$ cat src/rtl/uart_bus_initiator.sv
// uart_bus_initiator: host-side initiator for the UART master/slave bridge.
//   Bus side : i_req/i_we/i_addr/i_wdata in; o_busy, o_done, o_rdata, o_timeout out.
//   Data side: i_tx_data/i_tx_valid/o_tx_ready (7-bit stream out),
//              o_rx_data/o_rx_valid/i_rx_ready/o_rx_overflow (7-bit stream in).
//   Serial   : i_uart_rx, o_uart_tx.
// Command bytes carry bit7=1, data-stream bytes bit7=0. Contains its own 8N1
// transmitter/receiver and 2-entry FIFOs.

module uart_tx #(parameter int TICK = 217) (
  input  logic       i_clk,
  input  logic       i_reset,
  input  logic       i_start,
  input  logic [7:0] i_data,
  output logic       o_ready,
  output logic       o_tx
);
  localparam int CW = $clog2(TICK + 1);
  logic [CW-1:0] r_cnt;
  logic [3:0]    r_bits;
  logic [8:0]    r_sh;
  logic          r_busy, r_tx;

  always_ff @(posedge i_clk or posedge i_reset) begin
    if (i_reset) begin
      r_cnt <= '0; r_bits <= '0; r_sh <= '1; r_busy <= 1'b0; r_tx <= 1'b1;
    end else if (!r_busy) begin
      if (i_start) begin
        r_busy <= 1'b1; r_tx <= 1'b0; r_sh <= {1'b1, i_data};
        r_bits <= 4'd9; r_cnt <= CW'(TICK - 1);
      end
    end else if (r_cnt != '0) begin
      r_cnt <= r_cnt - 1'b1;
    end else if (r_bits == 4'd0) begin
      r_busy <= 1'b0;                       // stop bit has run its full period
    end else begin
      r_tx <= r_sh[0]; r_sh <= {1'b1, r_sh[8:1]};
      r_bits <= r_bits - 4'd1; r_cnt <= CW'(TICK - 1);
    end
  end

  assign o_ready = !r_busy;
  assign o_tx    = r_tx;
endmodule

module uart_rx #(parameter int TICK = 217) (
  input  logic       i_clk,
  input  logic       i_reset,
  input  logic       i_rx,
  output logic [7:0] o_data,
  output logic       o_valid
);
  localparam int CW = $clog2(TICK + 1);
  logic          r_s1, r_s2, r_busy, r_vld;
  logic [CW-1:0] r_cnt;
  logic [3:0]    r_bits;
  logic [7:0]    r_sh;

  always_ff @(posedge i_clk or posedge i_reset) begin
    if (i_reset) begin
      r_s1 <= 1'b1; r_s2 <= 1'b1; r_busy <= 1'b0; r_vld <= 1'b0;
      r_cnt <= '0; r_bits <= '0; r_sh <= '0;
    end else begin
      r_s1  <= i_rx;
      r_s2  <= r_s1;
      r_vld <= 1'b0;
      if (!r_busy) begin
        // Half a bit minus the synchroniser lag lands samples mid-bit.
        if (!r_s2) begin r_busy <= 1'b1; r_cnt <= CW'(TICK / 2 - 1); r_bits <= 4'd0; end
      end else if (r_cnt != '0) begin
        r_cnt <= r_cnt - 1'b1;
      end else begin
        r_cnt <= CW'(TICK - 1);
        if (r_bits == 4'd0) begin
          if (r_s2) r_busy <= 1'b0;           // glitch, not a start bit
          else      r_bits <= 4'd1;
        end else if (r_bits != 4'd9) begin
          r_sh <= {r_s2, r_sh[7:1]}; r_bits <= r_bits + 4'd1;
        end else begin
          r_busy <= 1'b0; r_vld <= r_s2;      // framing error drops the byte
        end
      end
    end
  end

  assign o_data  = r_sh;
  assign o_valid = r_vld;
endmodule

module uart_bus_fifo2 #(parameter int W = 8) (
  input  logic         i_clk,
  input  logic         i_reset,
  input  logic         i_push,
  input  logic         i_pop,
  input  logic [W-1:0] i_din,
  output logic [W-1:0] o_dout,
  output logic         o_empty,
  output logic         o_full
);
  logic [W-1:0] r_mem [2];
  logic         r_wp, r_rp;
  logic [1:0]   r_cnt;

  // Callers gate push/pop; push while full is legal only with a same-cycle pop.
  always_ff @(posedge i_clk or posedge i_reset) begin
    if (i_reset) begin
      r_mem[0] <= '0; r_mem[1] <= '0; r_wp <= 1'b0; r_rp <= 1'b0; r_cnt <= 2'd0;
    end else begin
      if (i_push) begin r_mem[r_wp] <= i_din; r_wp <= ~r_wp; end
      if (i_pop)  r_rp <= ~r_rp;
      r_cnt <= r_cnt + {1'b0, i_push} - {1'b0, i_pop};
    end
  end

  assign o_dout  = r_mem[r_rp];
  assign o_empty = (r_cnt == 2'd0);
  assign o_full  = (r_cnt == 2'd2);
endmodule

module uart_bus_initiator #(
  parameter int BAUDRATE = 115200,
  parameter int SYS_FREQ = 25000000,
  parameter int TIMEOUT  = 250000
) (
  input  logic        i_clk,
  input  logic        i_reset,
  input  logic        i_req,
  input  logic        i_we,
  input  logic [15:0] i_addr,
  input  logic [7:0]  i_wdata,
  output logic        o_busy,
  output logic        o_done,
  output logic [7:0]  o_rdata,
  output logic        o_timeout,
  input  logic [7:0]  i_tx_data,
  input  logic        i_tx_valid,
  output logic        o_tx_ready,
  output logic [7:0]  o_rx_data,
  output logic        o_rx_valid,
  input  logic        i_rx_ready,
  output logic        o_rx_overflow,
  input  logic        i_uart_rx,
  output logic        o_uart_tx
);
  localparam int TICK = SYS_FREQ / BAUDRATE;
  localparam int TW   = (TIMEOUT > 1) ? $clog2(TIMEOUT) : 1;
  localparam logic [2:0] S_IDLE = 3'd0, S_SEND = 3'd1, S_WAIT = 3'd2,
                         S_DONE = 3'd3, S_TOUT = 3'd4;

  logic [2:0]    r_state;
  logic          r_we, r_hi_vld, r_up, r_ovf;
  logic [15:0]   r_addr;
  logic [7:0]    r_wdata, r_rdata;
  logic [1:0]    r_bcnt;
  logic [TW-1:0] r_tcnt;
  logic [3:0]    r_hi;

  logic       w_tx_rdy, w_txq_empty, w_txq_full, w_rx_vld, w_rxq_empty, w_rxq_full;
  logic [6:0] w_txq_dout, w_rxq_dout;
  logic [7:0] w_rx_byte, w_cmd_byte, w_tx_byte;
  logic       w_send_data, w_send_cmd, w_last, w_resp, w_ack, w_lo, w_rxq_push, w_rxq_pop;
  logic       w_unused;

  assign w_unused = i_tx_data[7];   // stream is 7 bits wide; bit7 is the framing flag

  always_comb begin
    w_cmd_byte = 8'h00;
    case (r_bcnt)
      2'd0:    w_cmd_byte = {1'b1, r_we, r_addr[15:10]};
      2'd1:    w_cmd_byte = {1'b1, r_addr[9:3]};
      2'd2:    w_cmd_byte = {1'b1, r_addr[2:0], r_we ? r_wdata[7:4] : 4'h0};
      default: w_cmd_byte = {4'b1000, r_wdata[3:0]};
    endcase
  end

  // Pending stream data always wins the transmitter over the command frame.
  assign w_send_data = w_tx_rdy && !w_txq_empty;
  assign w_send_cmd  = w_tx_rdy && w_txq_empty && (r_state == S_SEND);
  assign w_tx_byte   = w_send_data ? {1'b0, w_txq_dout} : w_cmd_byte;
  assign w_last      = (r_bcnt == (r_we ? 2'd3 : 2'd2));

  assign w_resp = w_rx_vld && w_rx_byte[7] && (r_state == S_WAIT);
  assign w_ack  = w_resp && r_we && (w_rx_byte[6:0] == 7'h40);
  assign w_lo   = w_resp && !r_we && r_hi_vld && (w_rx_byte[6:4] == 3'b011);

  assign w_rxq_pop  = !w_rxq_empty && i_rx_ready;
  assign w_rxq_push = w_rx_vld && !w_rx_byte[7] && (!w_rxq_full || w_rxq_pop);

  uart_tx #(.TICK(TICK)) u_tx (
    .i_clk(i_clk), .i_reset(i_reset), .i_start(w_send_data || w_send_cmd),
    .i_data(w_tx_byte), .o_ready(w_tx_rdy), .o_tx(o_uart_tx));

  uart_rx #(.TICK(TICK)) u_rx (
    .i_clk(i_clk), .i_reset(i_reset), .i_rx(i_uart_rx),
    .o_data(w_rx_byte), .o_valid(w_rx_vld));

  uart_bus_fifo2 #(.W(7)) u_txq (
    .i_clk(i_clk), .i_reset(i_reset), .i_push(i_tx_valid && o_tx_ready),
    .i_pop(w_send_data), .i_din(i_tx_data[6:0]), .o_dout(w_txq_dout),
    .o_empty(w_txq_empty), .o_full(w_txq_full));

  uart_bus_fifo2 #(.W(7)) u_rxq (
    .i_clk(i_clk), .i_reset(i_reset), .i_push(w_rxq_push), .i_pop(w_rxq_pop),
    .i_din(w_rx_byte[6:0]), .o_dout(w_rxq_dout),
    .o_empty(w_rxq_empty), .o_full(w_rxq_full));

  always_ff @(posedge i_clk or posedge i_reset) begin
    if (i_reset) begin
      r_state <= S_IDLE; r_we <= 1'b0; r_addr <= '0; r_wdata <= '0; r_bcnt <= '0;
      r_tcnt <= '0; r_hi <= '0; r_hi_vld <= 1'b0; r_rdata <= '0; r_up <= 1'b0; r_ovf <= 1'b0;
    end else begin
      r_up <= 1'b1;   // keeps o_tx_ready low while in reset
      if (w_rx_vld && !w_rx_byte[7] && w_rxq_full && !w_rxq_pop) r_ovf <= 1'b1;
      case (r_state)
        S_IDLE: if (i_req) begin
          r_we <= i_we; r_addr <= i_addr; r_wdata <= i_wdata;
          r_bcnt <= 2'd0; r_state <= S_SEND;
        end
        S_SEND: if (w_send_cmd) begin
          r_bcnt <= r_bcnt + 2'd1;
          if (w_last) begin r_state <= S_WAIT; r_tcnt <= TW'(TIMEOUT - 1); r_hi_vld <= 1'b0; end
        end
        S_WAIT: begin
          if (w_resp && !r_we && (w_rx_byte[6:4] == 3'b010)) begin
            r_hi <= w_rx_byte[3:0]; r_hi_vld <= 1'b1;
          end
          if (w_ack || w_lo) begin
            r_state <= S_DONE;
            if (w_lo) r_rdata <= {r_hi, w_rx_byte[3:0]};
          end else if (r_tcnt == '0) begin
            r_state <= S_TOUT;
          end else begin
            r_tcnt <= r_tcnt - 1'b1;
          end
        end
        default: r_state <= S_IDLE;   // DONE / TOUT last exactly one cycle
      endcase
    end
  end

  assign o_busy        = (r_state == S_SEND) || (r_state == S_WAIT);
  assign o_done        = (r_state == S_DONE);
  assign o_timeout     = (r_state == S_TOUT);
  assign o_rdata       = r_rdata;
  assign o_tx_ready    = r_up && !w_txq_full;
  assign o_rx_valid    = !w_rxq_empty;
  assign o_rx_data     = {1'b0, w_rxq_dout};
  assign o_rx_overflow = r_ovf;
endmodule

$ cat config.mk
export PLATFORM = sky130hd
export DESIGN_NAME = uart_bus_initiator
export DESIGN_NICKNAME = d
export VERILOG_FILES = /design/src/rtl/uart_bus_initiator.sv
export SDC_FILE = /design/constraint.sdc
export NUM_CORES = 1
export LEC_CHECK = 0
export BUFFER_PORTS_ARGS = -buffer_cell sky130_fd_sc_hd__buf_4
export CAP_MARGIN = 10
export CORE_MARGIN = 3
export CORE_UTILIZATION = 25
export CTS_CLUSTER_DIAMETER = 150
export CTS_CLUSTER_SIZE = 24
export DETAILED_ROUTE_END_ITERATION = 10
export GPL_TIMING_DRIVEN = 0
export SYNTH_ARGS = -nofsm -noshare
export SYNTH_HDL_FRONTEND = slang
export SYNTH_HIERARCHICAL = 1
export SYNTH_SLANG_ARGS = --single-unit
$ cat constraint.sdc
create_clock -name i_clk -period 2.45 [get_ports i_clk]
set_clock_uncertainty 0.15 [all_clocks]
set_input_delay 0.245 -clock i_clk [delete_from_list [all_inputs] [get_ports i_clk]]
set_output_delay 0.245 -clock i_clk [all_outputs]
set_load 0.1 [all_outputs]
---- After elaboration in Yosys (flattened, before gate mapping) ----
Index checks and enable logic that the tools add are counted.
storage, ports and cells
  flip-flop bits (word level) ............. 146
  bits in latches ......................... 0
  memory bits (writable) .................. 0
  ROM bits ................................ 0
  input bits .............................. 39
  output and inout port bits .............. 23
  logic and storage cells ................. 213
  memories ................................ 0
operators by class
  add/sub/neg operators ................... 10
  multipliers ............................. 0
  div/mod/pow operators ................... 0
  order comparisons ....................... 6
  equality and inequality tests ........... 27
  shift operators ......................... 0
  muxes and demuxes ....................... 72
  bitwise operators ....................... 10
  reductions and logical operators ........ 55
operators with widths
  kind                     number
  $mux W18                 4
  $mux W8                  8
  $mux W7                  8
  $mux W4                  11
  $mux W9                  4
  $pmux W18 S2             1
  $bwmux W14               2
  $mux W1                  21
  $pmux W7 S3              1
  $logic_and A1 B1 Y1      20
  $ne A2 B2 Y1 const B     10
  $logic_not A18 Y1        1
  $sub A18 B1 Y18 const B  1
  $reduce_and A4 Y1        4
  $reduce_bool A8 Y1       2
  $sub A8 B1 Y8 const B    2
  $mux W3                  5
  $demux W7 S1             2
  $eq A3 B2 Y1 const B     4
  $pmux W3 S3              1
  $reduce_and A3 Y1        3
  $ge A2 B2 Y1 const B     4
  $logic_not A1 Y1         8
  $logic_not A4 Y1         2
  other kinds (27)         51

---- Longest topological paths before layout ----
Gate-level depths: netlist (run 1).
  depth after elaboration ................. 8
  gate-level depth with buffers ........... 10
  gate-level depth less buffers ........... 9

---- Hierarchy ----
Netlist (run 1), hierarchy kept.
modules (own cells, without submodules)
  module              instances  cells an instance  area an instance (um2)  seq. area each (um2)
  uart_bus_initiator  1          312                3343.2                  1576.5
  uart_bus_fifo2      2          54                 825.8                   450.4
  uart_rx             1          106                1244.9                  603.1
  uart_tx             1          120                1183.6                  561.8

---- Worst setup path after synthesis (run 1) ----
Ideal clock, no wire load.
  path kind ............................... register -> output
  from .................................... register r_state[0]
  to ...................................... output o_timeout
  arrival ................................. 2704 ps
  required time ........................... 2055 ps
  path slack .............................. -649 ps
  stages on the path, launching flop included .. 3
  path buffers ............................ 1
  cell sequence ........................... dfrtp_1 > buf_2 > nor3b_1
between the ends
  longest elaborated chain between the ends .. 1
RTL lines
  what                      line  text
  start: declaration        149   logic [2:0] r_state;
  start signal: assignment  208   r_state <= S_IDLE; r_we <= 1'b0; r_addr <= '0; r_wdata <= '0; r_bcnt <= '0;
  start signal: assignment  216   r_bcnt <= 2'd0; r_state <= S_SEND;
  start signal: assignment  220   if (w_last) begin r_state <= S_WAIT; r_tcnt <= TW'(TIMEOUT - 1); r_hi_vld <= 1'b0; end
  $eq A3 B3 Y1              242   assign o_timeout = (r_state == S_TOUT);
  end: declaration          133   output logic o_timeout,
No other way between the ends.

---- Worst setup path in the final report (run 1) ----
  from .................................... register r_state[0]
  to ...................................... register r_hi[0]
between the ends
  longest elaborated chain between the ends .. 5
RTL lines
  what                               line      text
  $eq A3 B2 Y1 *                     181, 213
  $logic_and A1 B1 Y1                181       assign w_resp = w_rx_vld && w_rx_byte[7] && (r_state == S_WAIT);
  $logic_and A1 B1 Y1 (2 in series)  223       if (w_resp && !r_we && (w_rx_byte[6:4] == 3'b010)) begin
  $reduce_and A2 Y1 (no line) *      -
  end signal: assignment             209       r_tcnt <= '0; r_hi <= '0; r_hi_vld <= 1'b0; r_rdata <= '0; r_up <= 1'b0; r_ovf <= 1'b0;
  end signal: assignment             224       r_hi <= w_rx_byte[3:0]; r_hi_vld <= 1'b1;
  end: declaration                   155       logic [3:0] r_hi;
Every way passes the cells marked *; elsewhere a longest branch is shown, timed or not.
A chain may end at the register's enable or synchronous reset.

==> impl_metrics.yaml, run 1 <==
detailed_routing:
  totalWireLength_um: 17500
  routed-via-count: 5369
  drc: 0
  drt_first_iter_violations: 303
  drtAntennaViolNets: 0
  first_pass_iters: 4
  post_drt_wl_per_cell_um: 15.1
  viasPerCell: 4.64
power_and_ir_drop:
  p_leak_nw: 4.14
  powerDensity_nw_per_um2: 922
  ir_worst_vdd_mv: 0.452
logic_synthesis:
  yosys_most_used_dff: "dfrtp_1"
  synth_area_leaders: "dfrtp_1, mux2_2, mux2_4"
  syn_area_sq_um: 7420
  synth_edf_count: 0
  synthCells: 646
  synth_fp_nets: 702
  yosysMostFrequentCell: "dfrtp_1"
  yosys-top-cells-count: "dfrtp_1, mux2_2, o21ai_0, nand2_1, inv_1"
  yosysTopAreaCell: "dfrtp_1"
  synth-seq-cells: 145
  postSynthAreaPerCell_sq_um: 11.5
  seq_area_frac_synth_pct: 49.1
  yosysUniqueCellTypes: 83
  async_reset_ff_share_pct: 100
  yosysTopAreaCellShare_pct: 45.2
  ys_warn_count: 6
clock_network:
  cts.path.max_buffers: 2
  cts_sinks: 145
  cts_tree: "built"
  path_clk_slew_ps: 60
  clock_latency_ps: 410
  numCtsBuffers: 17
  h-tree-depth: 4
  cts_root_buf: "clkbuf_16"
global_route:
  grt_pass1_wl_um: 29200
  globalRouteOverflowTotal: 0
  grt_max_degree: 64
  antenna_found_initial: 0
  grt_pass1_vias: 5430
  grtUsageTotal_pct: 11.6
setup_path:
  crit_required_ps: 2590
  r2r-start: "r_state[0]"
  r2r-end: "r_hi[0]"
  reg2reg_depth: 6
  cp_max_fo: 9
  crit_buf_inv: 2
  reg2reg_slack_ps: 130
  critPathTopFamily: "simple AND/OR/NAND/NOR gates"
  slowest_stage: "or3b_1"
  arrival_ps: 2460
  endpoint_kind: "register"
  critPathMaxStageDelay_ps: 410
  crit_chain: "buf_2 -> nor3b_4 -> nand3_1 -> or3b_1 -> clkbuf_1 -> mux2_1"
  worstSetupPathType: "register to register"
  start_kind: "register"
placement:
  gp_congestion: 0.798
  numPortBuffers: 59
  dp_hpwl_um: 12200
layout:
  area_growth_pct: 26.3
  layout.nets: 818
  postLayoutCoreUtil_pct: 32.3
  diodes: 0
  drive_above_1_share_pct: 31.8
timing:
  tightest_slew_ps: 904
  fin_tns_setup_ps: 0
  post-route-period-util_pct: 94.8
  min_period_ps: 2320
  slew_viol_final: 0
  setup_viol: 0
  max_freq_mhz: 430
  slew_headroom_pct: 39.7
  hold_violations: 0
die:
  pin_count: 62
  die_h_um: 178
  core_sq_um: 29000
  row_count: 62
  die_x_um: 178
  dieArea_sq_um: 31800
  start_util_pct: 25.6
hold_path:
  worstHoldStart: "i_rx_ready"
  holdPathEnd: "u_rxq/r_rp"
  whs_path_depth: 4
  min_path_type: "input pin to register"
run:
  maxCapViolCount: 0
run_status:
  status: "complete, no violations"
[stage by stage]
stage / setup WS, ps / hold slack, ps / area [sq um] / total power, mW / std cells
after global routing: -3.37 / 49.8 / 9380 / 9.18 / 1158
final: 127 / 39.2 / 9380 / 8.65 / 1158
after CTS: 11.5 / 17.5 / 9290 / 8.63 / 1155
after floorplan: 85.6 / 33.6 / 7440 / 5.38 / 646
after detailed placement: -106 / 199 / 8360 / 6.05 / 1089
after global placement: -602 / 195 / 8360 / 5.97 / 1089
[report_power, final]
part | internal, mW | total, mW | switching (mW)
clock | 1.51 | 2.49 | 0.983
combinational | 1.25 | 2.64 | 1.40
sequential | 3.05 | 3.51 | 0.458
[metal layers]
| metal | share of wire [%] | wire (um) | vias up | track usage [%] |
|---|---|---|---|---|
| met1 | 50 | 8690 | 2672 | 16.3 |
| met3 | 3.4 | 594 | 9 | 2.79 |
| met5 | 0 | 0 | - | 0 |
| li1 | - | - | 2597 | - |
| met4 | 1.0 | 177 | 0 | 3.02 |
| met2 | 46 | 8040 | 91 | 18.0 |
[worst min-delay path, stage by stage]
cell and delay (ps):
buf_4 80, nand2_1 70, inv_1 100, xor2_1 70
[sequential cells by signal (all words and copies together) (netlist names), 2 cells and up]
register and count:
u_rx/r_bits 4, u_tx/r_cnt 8, r_hi 4, u_tx/r_bits 4, r_tcnt 18, o_rdata 8, r_wdata 8, u_txq/r_cnt 2
u_tx/r_sh 8, u_txq/r_mem 14, r_addr 16, r_state 3, r_bcnt 2, u_rx/r_cnt 8, u_rx/o_data 8, u_rxq/r_cnt 2
u_rxq/r_mem 14
[worst max-delay path by stage]
stage | from | to | slack, ps | cells past startpoint
2_1_floorplan | u_rxq/r_cnt[1] | u_rxq/r_mem[10] | 90 | 8
3_3_place_gp | i_reset | r_wdata[1] | -600 | 2
3_5_place_dp | u_tx/r_busy | u_txq/r_cnt[1] | -110 | 10
4_1_cts | r_state[0] | r_tcnt[2] | 10 | 6
5_1_grt | r_state[0] | r_hi[1] | -3 | 6
6_report | r_state[0] | r_hi[0] | 130 | 6
[cells by family (layout without fill, tap and decap cells)]
| group | Yosys count | in the layout | synth area share, % |
|---|---|---|---|
| AND/OR/NAND/NOR | 173 | 173 | 13.9 |
| flip-flops | 145 | 145 | 49.1 |
| AO/OA/AOI/OAI | 140 | 140 | 12.6 |
| multiplexers | 101 | 101 | 16.3 |
| buffers and inverters | 59 | 187 | 4.08 |
| adder cells (fa/ha/maj) | 17 | 17 | 2.87 |
| XOR/XNOR | 9 | 9 | 1.06 |
| other | 2 | 2 | 0.101 |
[final cells by class]
class	count	area [sq um]
Fill cell	2964	19600
Multi-Input combinational cell	442	3560
Clock inverter	11	115
Tap cell	384	480
Buffer	25	175
Timing Repair Buffer	98	831
Inverter	33	126
Sequential cell	145	3640
Clock buffer	20	447
[cell usage in the layout, fill, tap and decap left out, types with 11 or more instances in the layout]
cell	netlist	layout
a21oi_1	18	16
nor3_1	11	11
o21ai_0	40	40
buf_4	3	65
mux2_4	23	23
clkbuf_16	0	17
mux2_2	64	64
nor2_1	27	27
nand2_1	35	35
dlygate4sd3_1	0	35
ha_1	17	16
inv_1	33	32
dfrtp_1	134	134
nand3_1	27	26
dfstp_2	11	11
[timing repair]
item	in CTS	in global routing
endpoints found under the hold margin	175	0
cloned	0	0
hold buffers	35	0
pin swaps	0	2
setup endpoints to repair	4	31
buffers inserted	0	4
resized for setup	3	14
Note: power is estimated with default switching activity, not from simulation.
==> inputs of run 2 (changes only) <==
- ABC_AREA: not set -> 1
==> run 2 against run 1 <==
Non-clock buffer count decreased by 9. First-iteration DRC count increased by 17%. Sequential power increased by 4%. Critical path depth decreased by 2. Critical endpoint is now o_busy.
==> impl_metrics.yaml, run 2 <==
logic_synthesis:
  yosysUniqueCellTypes: 44
  ys_warn_count: 6
  seq_area_frac_synth_pct: 47.2
  synth_area_leaders: "dfrtp_1, nand2_1, inv_1"
  synthCells: 902
  syn_area_sq_um: 7720
  yosysTopAreaCellShare_pct: 43.4
  async_reset_ff_share_pct: 100
  synth-seq-cells: 145
  synth_fp_nets: 958
  postSynthAreaPerCell_sq_um: 8.56
  yosys_most_used_dff: "dfrtp_1"
  yosysMostFrequentCell: "nand2_1"
  yosysTopAreaCell: "dfrtp_1"
  yosys-top-cells-count: "nand2_1, dfrtp_1, inv_1, nor2_1, nand3_1"
  synth_edf_count: 0
clock_network:
  cts_root_buf: "clkbuf_16"
  cts_sinks: 145
  post_cts_buffers: 0
  clock_latency_ps: 430
  h-tree-depth: 4
  cts.path.max_buffers: 2
  cts_tree: "built"
  numCtsBuffers: 17
  path_clk_slew_ps: 70
layout:
  regMostFlops: "r_tcnt"
  area_growth_pct: 25.1
  top_regs: "r_tcnt: 18 flops, r_addr: 16 flops"
  postLayoutCoreUtil_pct: 32.2
  final_common_cell: "nand2_1"
  drive_above_1_share_pct: 23.7
  diodes: 0
  instances_no_fill: 1417
  largest_register_ffs: 18
  final_cell_mix: "nand2_1, dfrtp_1, inv_1"
  layout.nets: 1070
  num-fill-cells: 3071
global_route:
  grt_pass1_vias: 6113
  grt_max_degree: 64
  antenna_found_initial: 0
  globalRouteOverflowTotal: 0
  grt_pass1_wl_um: 30600
  grtUsageTotal_pct: 11.4
placement:
  post-place-cells: 1351
  numPortBuffers: 59
  gp_congestion: 0.814
  dp_hpwl_um: 12800
setup_path:
  reg2reg_depth: 11
  crit_required_ps: 2060
  reg2reg_slack_ps: 320
  worstSetupPathType: "register to primary output"
  endpoint_kind: "primary output"
  cp_max_fo: 6
  r2r-end: "u_txq/r_cnt[1]"
  r2r-start: "u_tx/r_busy"
  start_kind: "register"
  arrival_ps: 1810
power_and_ir_drop:
  powerDensity_nw_per_um2: 1050
  finalPower_mw: 10.1
  p_leak_nw: 4.63
  ir_worst_vdd_mv: 0.667
timing:
  max_freq_mhz: 454
  setup_viol: 0
  min_period_ps: 2200
  hold_violations: 0
  fin_tns_setup_ps: 0
  whs_ps: 35.9
  post-route-period-util_pct: 89.9
  slew_headroom_pct: 38.8
  rsz0062_at_grt: "false"
  slew_viol_final: 0
  tightest_slew_ps: 918
hold_path:
  holdPathEnd: "u_rxq/r_rp"
  min_path_type: "input pin to register"
  worstHoldStart: "i_rx_ready"
  whs_path_depth: 4
die:
  core_sq_um: 30000
  row_count: 63
  pin_count: 62
  start_util_pct: 25.7
  die_h_um: 182
  die_x_um: 182
  dieArea_sq_um: 33000
detailed_routing:
  routed-via-count: 6172
  drt_first_iter_violations: 355
  post_drt_wl_per_cell_um: 12.8
  totalWireLength_um: 18100
  first_pass_iters: 4
  drtAntennaViolNets: 0
  viasPerCell: 4.36
  drc: 0
run_status:
  status: "complete, no violations"
run:
  maxCapViolCount: 0
[run 2: cell count changes after synthesis, moves of 15 or more]
cell,previous run,this run
inv_1,33,97
nor2_1,27,73
o21ai_0,40,25
mux2_2,64,28
o21ai_2,2,39
nand2_2,2,22
nand2_1,35,244
nand3_1,27,64
mux2_4,23,0
[run 2: metal layers]
layer,global-route usage [%],vias to the layer above,share of wire [%]
li1,-,3135,-
met1,15.2,2942,49
met2,18.1,71,47
met3,2.16,24,2.4
met4,4.48,0,2.0
met5,0,-,0
[run 2: how the worst max path moves through the flow]
stage / cells past startpoint / start / endpoint
floorplan: 8 / u_rxq/r_cnt[0] / u_rxq/r_mem[10]
global placement: 2 / i_reset / o_rdata[7]
detailed placement: 11 / u_tx/r_busy / u_txq/r_cnt[1]
CTS: 11 / u_tx/r_busy / u_txq/r_cnt[1]
global route: 8 / r_tcnt[0] / r_state[2]
finish: 4 / r_state[1] / o_busy
[run 2: cells by family (layout without fill, tap and decap cells)]
logic type	after synthesis	after routing	share of synthesized area, %
muxes	34	34	4.86
DFF	145	145	47.2
adders and majority gates	17	17	2.76
and+or+nand+nor	444	444	25.5
xor gates and xnor gates	16	16	1.82
buffers and inverters	128	253	7.52
AOI/OAI and AO/OA	116	116	10.2
other	2	2	0.0973
[run 2: where the power goes]
part | internal, mW | switching, mW
Sequential | 3.10 | 0.532
Combinational | 1.36 | 2.16
Clock | 1.84 | 1.11
[run 2: timing repair]
action,CTS,global route
resized for setup,0,2
setup endpoints to repair,0,1
hold buffers,34,0
endpoints found under the hold margin,174,0
[run 2: cell type report]
type	count	area, sq um	share of cell area, %
flip-flops and latches	145	3640	37.7
multi-input cells	629	3500	36.3
repair buffers	93	783	8.11
well taps	390	488	5.05
clock buffers	19	433	4.48
inverters	107	404	4.19
clock inverters	13	224	2.32
plain buffers	21	180	1.87
[run 2: per-stage QoR]
step	area, sq um	setup slack [ps]
2_1_floorplan	7720	75.4
3_3_place_gp	8650	-686
3_5_place_dp	8660	160
4_1_cts	9650	159
5_1_grt	9660	142
6_report	9660	248
[run 2: worst max-delay path: stages, from the launching register on]
cell and delay [ps]:
dfrtp_1 420, nor2_1 170, nand2_1 260, nand2_1 220, buf_4 310
